--- src/rtl/actuator_pkg.sv ---
// Shared state/direction encodings and default timing for the actuator driver.
package actuator_pkg;

   localparam int unsigned DEADTIME_CYC_DEF = 4;
   localparam int unsigned TIMEOUT_CYC_DEF  = 1000;

   typedef enum logic [2:0] {
      ST_IDLE,
      ST_DEADTIME,
      ST_DRIVE_OUT,
      ST_DRIVE_IN,
      ST_AT_POS,
      ST_FAULT,
      ST_ALARM
   } state_t;

   typedef enum logic {
      DIR_OUT,
      DIR_IN
   } dir_t;

endpackage

--- src/rtl/limit_sync.sv ---
// Two-flop synchronizer for an asynchronous limit switch input.
module limit_sync (
   input  logic clk,
   input  logic rst_n,
   input  logic async_in,
   output logic sync_out
);

   logic meta;

   always_ff @(posedge clk or negedge rst_n) begin
      if (!rst_n) begin
         meta     <= 1'b0;
         sync_out <= 1'b0;
      end else begin
         meta     <= async_in;
         sync_out <= meta;
      end
   end

endmodule

--- src/rtl/actuator_driver.sv ---
// Bidirectional actuator driver: deadtime-guarded motor drive with limit,
// timeout, alarm and fault handling.
module actuator_driver
   import actuator_pkg::*;
#(
   parameter int unsigned DEADTIME_CYC = DEADTIME_CYC_DEF,
   parameter int unsigned TIMEOUT_CYC  = TIMEOUT_CYC_DEF
) (
   input  logic clk,
   input  logic rst_n,
   input  logic EN_RELEASE,
   input  logic EN_INSERT,
   input  logic EN_RESET,
   input  logic EN_ALARM,
   input  logic LIMIT_OUT,
   input  logic LIMIT_IN,
   output logic MOTOR_FWD,
   output logic MOTOR_REV,
   output logic BUSY,
   output logic DONE,
   output logic TIMEOUT_FAULT,
   output logic ALARM_OUT
);

   localparam int unsigned      CNT_W   = $clog2(TIMEOUT_CYC + 1);
   localparam logic [CNT_W-1:0] DT_LAST = CNT_W'(DEADTIME_CYC - 1);
   localparam logic [CNT_W-1:0] TO_MAX  = CNT_W'(TIMEOUT_CYC);

   state_t            state, next_state;
   dir_t              dir, next_dir;
   logic [CNT_W-1:0]  cnt;
   logic              lim_out_s, lim_in_s;

   limit_sync u_sync_out (
      .clk      (clk),
      .rst_n    (rst_n),
      .async_in (LIMIT_OUT),
      .sync_out (lim_out_s)
   );

   limit_sync u_sync_in (
      .clk      (clk),
      .rst_n    (rst_n),
      .async_in (LIMIT_IN),
      .sync_out (lim_in_s)
   );

   always_comb begin
      next_state = state;
      next_dir   = dir;
      if (EN_ALARM) begin
         next_state = ST_ALARM;
      end else if (state == ST_ALARM) begin
         next_state = ST_IDLE;
      end else if (EN_RESET) begin
         next_state = ST_IDLE;
      end else if (EN_RELEASE && EN_INSERT) begin
         next_state = ST_FAULT;
      end else begin
         unique case (state)
            ST_IDLE: begin
               if (EN_RELEASE) begin
                  next_state = ST_DEADTIME;
                  next_dir   = DIR_OUT;
               end else if (EN_INSERT) begin
                  next_state = ST_DEADTIME;
                  next_dir   = DIR_IN;
               end
            end
            ST_DEADTIME: begin
               if (cnt >= DT_LAST)
                  next_state = (dir == DIR_OUT) ? ST_DRIVE_OUT : ST_DRIVE_IN;
            end
            ST_DRIVE_OUT: begin
               if (lim_out_s) begin
                  next_state = ST_AT_POS;
               end else if (cnt >= TO_MAX) begin
                  next_state = ST_FAULT;
               end else if (EN_INSERT) begin
                  next_state = ST_DEADTIME;
                  next_dir   = DIR_IN;
               end else if (!EN_RELEASE) begin
                  next_state = ST_IDLE;
               end
            end
            ST_DRIVE_IN: begin
               if (lim_in_s) begin
                  next_state = ST_AT_POS;
               end else if (cnt >= TO_MAX) begin
                  next_state = ST_FAULT;
               end else if (EN_RELEASE) begin
                  next_state = ST_DEADTIME;
                  next_dir   = DIR_OUT;
               end else if (!EN_INSERT) begin
                  next_state = ST_IDLE;
               end
            end
            ST_AT_POS: begin
               if (!EN_RELEASE && !EN_INSERT) begin
                  next_state = ST_IDLE;
               end else if (dir == DIR_OUT && EN_INSERT) begin
                  next_state = ST_DEADTIME;
                  next_dir   = DIR_IN;
               end else if (dir == DIR_IN && EN_RELEASE) begin
                  next_state = ST_DEADTIME;
                  next_dir   = DIR_OUT;
               end
            end
            ST_FAULT: next_state = ST_FAULT;
            default:  next_state = ST_IDLE;
         endcase
      end
   end

   // Motor bits need both the current and next state in DRIVE: they rise one
   // edge after entry (deadtime+1 latency) yet fall on the very edge of exit.
   always_ff @(posedge clk or negedge rst_n) begin
      if (!rst_n) begin
         state         <= ST_IDLE;
         dir           <= DIR_OUT;
         cnt           <= '0;
         MOTOR_FWD     <= 1'b0;
         MOTOR_REV     <= 1'b0;
         BUSY          <= 1'b0;
         DONE          <= 1'b0;
         TIMEOUT_FAULT <= 1'b0;
         ALARM_OUT     <= 1'b0;
      end else begin
         state <= next_state;
         dir   <= next_dir;
         if (next_state != state)
            cnt <= '0;
         else if (cnt != TO_MAX)
            cnt <= cnt + CNT_W'(1);
         MOTOR_FWD     <= (state == ST_DRIVE_OUT) && (next_state == ST_DRIVE_OUT);
         MOTOR_REV     <= (state == ST_DRIVE_IN) && (next_state == ST_DRIVE_IN);
         BUSY          <= (next_state == ST_DEADTIME) || (next_state == ST_DRIVE_OUT) ||
                          (next_state == ST_DRIVE_IN);
         DONE          <= ((state == ST_DRIVE_OUT) || (state == ST_DRIVE_IN)) &&
                          (next_state == ST_AT_POS);
         TIMEOUT_FAULT <= (next_state == ST_FAULT);
         ALARM_OUT     <= (next_state == ST_ALARM);
      end
   end

endmodule

--- config.mk ---
export PLATFORM = sky130hd
export DESIGN_NAME = actuator_driver
export DESIGN_NICKNAME = d
export VERILOG_FILES = /design/src/rtl/actuator_pkg.sv /design/src/rtl/limit_sync.sv /design/src/rtl/actuator_driver.sv
export SDC_FILE = /design/constraint.sdc
export NUM_CORES = 1
export LEC_CHECK = 0
export CORE_MARGIN = 5
export CORE_UTILIZATION = 60
export DETAILED_ROUTE_END_ITERATION = 8
export PLACE_DENSITY = 0.91
export SLEW_MARGIN = 20
export SYNTH_ARGS = -nofsm -noshare
export SYNTH_HDL_FRONTEND = slang
export SYNTH_SLANG_ARGS = --single-unit
--- constraint.sdc ---
create_clock -name clk -period 3.11 [get_ports clk]
set_input_delay 0.622 -clock clk [delete_from_list [all_inputs] [get_ports clk]]
set_output_delay 0.622 -clock clk [all_outputs]
set_load 0.05 [all_outputs]
; ---- Yosys cells after proc, flatten, opt, wreduce, memory -nomap -nowiden
; Cells that the tools add are included.
[totals]
out_inout_bits = 6
reg_bits = 24
inputBits = 8
elab_cells = 91
[op_classes]
muxes = 33
n_lt_le_gt_ge = 2
reduce_logical = 16
eq_ne = 21
addsub = 1
bitwise_logic = 5
[ops]
columns = cell, n
row1 = $mux W3, 18
row2 = $mux W10, 2
row3 = $eq A3 B3 Y1 const B, 6
row4 = $pmux W3 S6, 1
row5 = $eq A3 B2 Y1 const B, 4
row6 = $ne A2 B2 Y1 const B, 6
row7 = $reduce_and A12 Y1, 1
row8 = $mux W1, 11
row9 = $add A10 B1 Y10 const B, 1
row10 = $ge A10 B10 Y1 const B, 1
row11 = $ge A10 B2 Y1 const B, 1
row12 = $ne A10 B10 Y1 const B, 1
row13 = $logic_and A1 B1 Y1, 7
row14 = $eq A3 B1 Y1 const B, 2
row15 = $not A1 Y1, 5
row16 = $pmux W1 S4, 1
row17 = $reduce_bool A4 Y1, 1
row18 = $logic_not A3 Y1, 1
row19 = $logic_or A1 B1 Y1, 3
row20 = $ne A3 B3 Y1, 1
row21 = $ne A3 B3 Y1 const B, 1
row22 = $logic_not A1 Y1, 2
row23 = $reduce_bool A2 Y1, 1

; ---- Depth between registers and ports, before layout
; Gate-level depths: netlist of the first run.
[logic_depth]
ltp_word = 12
mapped_depth = 7
ltp_nobuf = 7

; ---- By module
; From an unflattened synthesis of the first run, not the netlist that was laid out.
[hier_totals]
hier_cells = 142
hier_area_um2 = 1471.4
[by_module_without_submodules]
columns = mod, cells_per_inst, area_each_um2, seq_area_each_um2, instances
row1 = actuator_driver, 138, 1371.3, 500.5, 1
row2 = limit_sync, 2, 50.0, 50.0, 2

; ---- Worst setup path after synthesis of the first run
; Ideal clock, no wire load.
[synth_path]
path_type = reg-to-reg
start = register cnt[0]
end = register cnt[0]
path_buffers = 0
stages_incl_launch_ff = 7
arrival_ns = 1.724
setup_ns = 0.137
synth_period_minus_slack_ns = 1.862
setup_slack_ns = 1.248
required_ns = 2.973
path_cell_list = dfrtp_1 > ha_1 > nor4_1 > nand3_1 > o21a_1 > a31oi_4 > nor3_2
[synth_via]
elab_chain_len = 10
elab_cells_between_ends = 18
cone_classes = 1 x add/sub / 2 x order compare / 2 x eq/ne / 12 x mux / 1 x reduce/logical
[synth_rtl]
columns = element, line
row1 = from (decl), actuator_driver.sv:31  ; logic [CNT_W-1:0] cnt;
row2 = from (signal assigned), actuator_driver.sv:134  ; cnt <= cnt + CNT_W'(1);
row3 = $ge A10 B10 Y1, "actuator_driver.sv:77, actuator_driver.sv:89"
row4 = "$mux W3, on equally long branches", "actuator_driver.sv:89, actuator_driver.sv:77"
row5 = "$mux W3, on equally long branches", "actuator_driver.sv:87, actuator_driver.sv:75"
row6 = $pmux W3 S6, actuator_driver.sv:60  ; unique case (state)
row7 = $mux W3, actuator_driver.sv:57  ; end else if (EN_RELEASE && EN_INSERT) begin
row8 = $mux W3, actuator_driver.sv:55  ; end else if (EN_RESET) begin
row9 = $mux W3, actuator_driver.sv:53  ; end else if (state == ST_ALARM) begin
row10 = $mux W3, actuator_driver.sv:51  ; if (EN_ALARM) begin
row11 = $ne A3 B3 Y1, actuator_driver.sv:131  ; if (next_state != state)
row12 = $mux W10 or $reduce_bool A2 Y1 (tied branches), -
; Parallel ways exist; a longest one is shown, timed or not. The select of a mux whose other input is x is not followed.
; A chain may end at the register's enable or synchronous reset.

; ---- Worst setup path after layout of the first run
[layout_path]
start = input port EN_RELEASE
end = register cnt[4]
[layout_via]
elab_chain_len = 11
elab_cells_between_ends = 23
cone_classes = 1 x eq/ne / 17 x mux / 5 x reduce/logical
[layout_rtl]
columns = element, line
row1 = from (decl), actuator_driver.sv:11  ; input logic EN_RELEASE,
row2 = $mux W3 or $logic_and A1 B1 Y1 (tied branches), "actuator_driver.sv:82, actuator_driver.sv:104"
row3 = "$mux W3, on equally long branches", "actuator_driver.sv:79, actuator_driver.sv:104"
row4 = "$mux W3, on equally long branches", "actuator_driver.sv:77, actuator_driver.sv:101"
row5 = "$mux W3, on equally long branches", "actuator_driver.sv:75, actuator_driver.sv:99"
row6 = $pmux W3 S6, actuator_driver.sv:60
row7 = $mux W3 (*), actuator_driver.sv:57
row8 = $mux W3 (*), actuator_driver.sv:55
row9 = $mux W3 (*), actuator_driver.sv:53
row10 = $mux W3 (*), actuator_driver.sv:51
row11 = $ne A3 B3 Y1 (*), actuator_driver.sv:131
row12 = $mux W10 or $reduce_bool A2 Y1 (tied branches), -
; Every way passes the cells marked *; elsewhere a longest branch is shown, timed or not.

==> impl_metrics.toml, run 1 <==
[timing]
slew_violations = 0
fmax_mhz = 425.4
hold_viol_final = 0
setup_viol = 0
setup_slack_ps = 759.4
slew_headroom = 0.4753
setup_tns_ps = 0
rsz0062_at_grt = "no"
worst_pin_slew_ps = 779.9
skew_ps = 12.84
min_period_over_period = 0.7558
fin_crit_ps = 2351

[clocking]
cts_hold_buf = 0
ctsResizeCount = 0
cts_buffers = 3
clock_latency_ps = 320
cts_setup_buffers = 0
clkSlewWorstSetupHoldPaths_ps = 140
cts-root-buf = "clkbuf_4"
htreeDepth = 1
clock-sinks = 24
cts_max_path_buffers = 2
cts_tree = "done"

[synthesis]
postSynthCellCount = 150
synth_top_flop_cell = "dfrtp_1"
synthesis.area_sq_um = 1604
synth_edf_count = 0
ys_ff_latch = 24
yosysTopAreaCellShare = 0.3744
synthTopCellsByArea = "dfrtp_1 (37%), nor3_2 (6.2%), mux2i_1 (2.5%)"
syn_area_per_cell_sq_um = 10.69
yosysWarnings = 0
synth-async-reset-ratio = 1.000
synth_nets = 160
synth_area_leader_cell = "dfrtp_1"
synth_cell_types = 56
ys_seq_area_frac = 0.3744

[routing]
post-route-drc-count = 0
via_count = 1203
drt-wirelength-per-cell_um = 17.94
drt-total-wl_um = 3354
dr.pass1.iters = 5
initialDrtViolationCount = 100
viasPerCell = 6.433
ant_nets = 0

[layout]
layout_commonest_cell = "dfrtp_1"
regArea_sq_um = 600.6
reg.largest.list = "cnt: 10 flops, state: 3 flops"
diodes = 0
multi_input_area_sq_um = 893.4
largest_register = "cnt"
fillers = 195
mostFrequentLayoutCells = "dfrtp_1 (24), clkdlybuf4s50_1 (13), nor3_2 (10)"
largest_reg_flops = 10
drive_gt1_frac = 0.2675
finalNetCount = 168
syn_to_final_growth_pct = 8.971

[status]
status = "finished clean"

[placement]
hpwlAfterDp_um = 2448
gp_congestion = 0.8940
place_ws_ps = 439.3
portBuffers = 13

[setup_path]
crit_type = "in2reg"
start_kind = "input pin"
crit_required_ps = 3350
slowest_delay_ps = 590
cp.buffers_inverters = 1
path_cells = "clkdlybuf4s50_1 -> mux2_2 -> o22ai_2 -> mux2i_1 -> nand4_4 -> nor3_2"
cp.arrival_ps = 2590
cp_max_fo = 12
cp_slowest_cell = "clkdlybuf4s50_1"
cp_top_family = "multiplexers"
crit_path_end_kind = "flop"

[power_and_ir_drop]
cellPowerDensity_nw_per_um2 = 427.0
vdd_ir_drop_max_mv = 0.3180
leakage_uw = 0.0006851

[flow_run]
maxCapViolations = 0

[floorplan]
fp.dieW_um = 61.71
io_pins = 14
rows = 18
fp.coreArea_sq_um = 2522
initial_core_util = 0.6359
die_h_um = 61.71
die_area_sq_um = 3808

[grt]
overflow = 0
antenna_found_initial = 0
grt_max_degree = 25
track_usage = 0.2008
grt_pass1_wl_um = 5637
grt_pass1_vias = 1176

[worst_hold_path]
min_path_type = "reg2reg"
==> where the power goes <==
| group | switching [uW] | internal (uW) |
|---|---|---|
| combinational | 87.3 | 74.8 |
| sequential | 31.1 | 328 |
| clock | 94.9 | 130 |
| total | 213 | 533 |
==> logic make-up (layout without fill, tap and decap cells) <==
family	after synthesis	in the layout	share of synthesized area
buffers and inverters	18	25	0.06863
AO/OA/AOI/OAI	33	33	0.1810
adder cells (fa/ha/maj)	2	2	0.01560
flip-flops	24	24	0.3744
XOR/XNOR	8	8	0.04368
AND/OR/NAND/NOR	59	59	0.2777
multiplexers	6	6	0.03900
==> per-stage QoR <==
stage          total power [uW]  hold WS (ps)    util  cell area (sq um)  instances
2_1_floorplan             493.7         326.4       -               1604        150
3_3_place_gp              516.6         332.2  0.6721               1695        183
3_5_place_dp              526.1         344.3  0.6721               1695        183
4_1_cts                   748.3         366.3  0.6930               1748        187
5_1_grt                   777.3         379.9  0.6930               1748        187
6_report                  746.3         364.2  0.6930               1748        187
==> final timing paths <==
kind                           startpoint                 end  slack [ps]  cells past startpoint
min in group asynchronous           rst_n           MOTOR_REV         630                      2
setup reg to reg                 state[0]           MOTOR_FWD         920                      5
max in group asynchronous           rst_n              cnt[2]        2250                      2
hold reg to reg            u_sync_in.meta  u_sync_in.sync_out         360                      0
hold / removal             u_sync_in.meta  u_sync_in.sync_out         360                      0
setup / recovery               EN_RELEASE              cnt[4]         760                      6
==> layout make-up <==
type,count,area share
repair buffers,14,0.07874
multi-input cells,108,0.5111
well taps,30,0.02147
clock inverters,1,0.01718
flip-flops and latches,24,0.3436
inverters,7,0.01503
clock buffers,3,0.01288
==> synthesized netlist by cell type (all sizes together) (4+ instances only) <==
master / n
dfrtp: 24
nor3: 13
inv: 7
o21ai: 7
nor2: 6
mux2i: 4
nor2b: 4
nand3: 8
nand2: 5
buf: 9
a21oi: 5
nor4: 4
xnor2: 4
xor2: 4
==> routing by layer <==
metal  wire length, um  track usage  vias up
met1              1379       0.2757      593
met5                 0            0        -
met4                36      0.05455        0
met2              1730       0.3408       47
met3               208      0.01860        5
li1                  -            -      558
No activity file was read; power rests on OpenSTA's default activity.
==> run 2, diff against run 1 <==
--- a/config.mk
+++ b/config.mk
@@ -6,9 +6,9 @@
 export NUM_CORES = 1
 export LEC_CHECK = 0
 export CORE_MARGIN = 5
-export CORE_UTILIZATION = 60
+export CORE_UTILIZATION = 51
 export DETAILED_ROUTE_END_ITERATION = 8
-export PLACE_DENSITY = 0.91
+export PLACE_DENSITY = 0.84
 export SLEW_MARGIN = 20
 export SYNTH_ARGS = -nofsm -noshare
 export SYNTH_HDL_FRONTEND = slang
==> constraint.sdc (replaced) <==
create_clock -name clk -period 2.1 [get_ports clk]
set_input_delay 0.42 -clock clk [delete_from_list [all_inputs] [get_ports clk]]
set_output_delay 0.42 -clock clk [all_outputs]
set_load 0.05 [all_outputs]
==> run 2 against run 1 <==
  * Final area grew 9.8%
  * Routed wire length up 9.6%
  * Worst setup slack got worse by 630 ps
  * Critical path depth shrank 5
  * Clock power up 48%
  * Flip-flop and latch count stayed put
  * Non-clock buffer count grew 18
  * Global-route usage fell by 1.4 points
  * Via count grew 4.4%
  * Die area is 15% higher
  * Critical path type is now reg2out
  * Largest cell class unchanged
==> impl_metrics.toml, run 2 (synthesis results as in run 1) <==
[placement]
place_ws_ps = -205.2
place_area_sq_um = 1841
gp_congestion = 0.9283
hpwlAfterDp_um = 2584
portBuffers = 13

[clocking]
cts_tree = "done"
clock_latency_ps = 320
cts_max_path_buffers = 2
clock-sinks = 24
cts_buffers = 3
htreeDepth = 1
cts-root-buf = "clkbuf_4"
clkSlewWorstSetupHoldPaths_ps = 130

[floorplan]
die_area_sq_um = 4367
fp.coreArea_sq_um = 3028
die_h_um = 66.08
initial_core_util = 0.5298
io_pins = 14
rows = 20
fp.dieW_um = 66.08

[layout]
drive_gt1_frac = 0.3486
finalNetCount = 186
post-route-util = 0.6339
fillers = 235
reg.largest.list = "cnt: 10 flops, state: 3 flops"
mostFrequentLayoutCells = "dfrtp_1 (24), buf_4 (18), clkdlybuf4s50_1 (13)"
final_design_area_no_fill_sq_um = 1919
largest_reg_flops = 10
diodes = 0
syn_to_final_growth_pct = 19.66
largest_register = "cnt"
layout_commonest_cell = "dfrtp_1"

[worst_hold_path]
min_path_type = "reg2reg"

[setup_path]
cp_top_family = "buffers and inverters"
cp.buffers_inverters = 1
start_kind = "flop"
cp.arrival_ps = 1550
crit_type = "reg2out"
slowest_delay_ps = 840
cp_max_fo = 1
cp_slowest_cell = "clkdlybuf4s50_1"
crit_required_ps = 1680
path_cells = "clkdlybuf4s50_1"
crit_path_end_kind = "primary output"

[power_and_ir_drop]
vdd_ir_drop_max_mv = 0.4290
power.total_uw = 1141
cellPowerDensity_nw_per_um2 = 594.4
leakage_uw = 0.0007772

[status]
status = "finished clean"

[timing]
holdWs_ps = 363.0
rsz0062_at_grt = "no"
slew_violations = 0
fmax_mhz = 508.7
min_period_over_period = 0.9360
fin_crit_ps = 1966
worst_pin_slew_ps = 533.5
setup_viol = 0
skew_ps = 2.332
hold_viol_final = 0
slew_headroom = 0.6432
setup_slack_ps = 134.3

[routing]
viasPerCell = 5.735
drt-wirelength-per-cell_um = 16.78
initialDrtViolationCount = 110
ant_nets = 0
dr.pass1.iters = 6
via_count = 1256
post-route-drc-count = 0
drt-total-wl_um = 3675

[grt]
grt_max_degree = 25
track_usage = 0.1863
grt_pass1_wl_um = 6203
grt_pass1_vias = 1304
antenna_found_initial = 0
overflow = 0

[flow_run]
maxCapViolations = 0
-- run 2: changes by cell type in the layout (fill, tap and decap cells not counted), sizes merged --
cell / delta
buf: +18
-- run 2: final timing paths --
| kind | startpoint | end | slack, ps | depth (start not counted) |
|---|---|---|---|---|
| min in group asynchronous | rst_n | ALARM_OUT | 440 | 2 |
| worst min register to register | u_sync_out.meta | u_sync_out.sync_out | 360 | 0 |
| max in group asynchronous | rst_n | cnt[2] | 1430 | 2 |
| worst max register to register | state[0] | MOTOR_FWD | 140 | 5 |
| worst max-delay path | BUSY | BUSY | 130 | 1 |
| worst min-delay path | u_sync_out.meta | u_sync_out.sync_out | 360 | 0 |
-- run 2: cell type report --
| type | count | area (sq um) | area share |
|---|---|---|---|
| repair buffers | 32 | 285.3 | 0.1486 |
| multi-input cells | 108 | 899.6 | 0.4687 |
| clock buffers | 3 | 22.52 | 0.01173 |
| inverters | 7 | 26.28 | 0.01369 |
| flip-flops and latches | 24 | 600.6 | 0.3129 |
| clock inverters | 1 | 30.03 | 0.01565 |
| well taps | 44 | 55.05 | 0.02868 |
-- run 2: what timing repair did --
action                                  in CTS  in global routing
gates resized for setup                      0                  1
pin swaps                                    1                  0
cloned                                       0                  0
endpoints found under the hold margin        0                  0
buffers inserted                             1                  0
hold buffers                                 0                  0
endpoints found under the setup margin      10                 12
-- run 2: power breakdown --
part | leakage [uW] | switching, uW | internal (uW)
registers | 0.000314 | 36.3 | 486
clock network | 0.0000279 | 141 | 193
logic | 0.000435 | 146 | 138
-- run 2: per-stage QoR --
step,setup TNS [ps],instances
final,0,219
after global routing,0,219
after CTS,0,219
after detailed placement,-2284,214
after global placement,-1545,214
after floorplan,0,150
-- run 2: metal layers --
metal	GRT usage	up-vias	wire length [um]
li1	-	592	-
met1	0.2317	606	1546
met2	0.3123	46	1841
met3	0.04762	12	184
met4	0.06091	0	103
met5	0	-	0
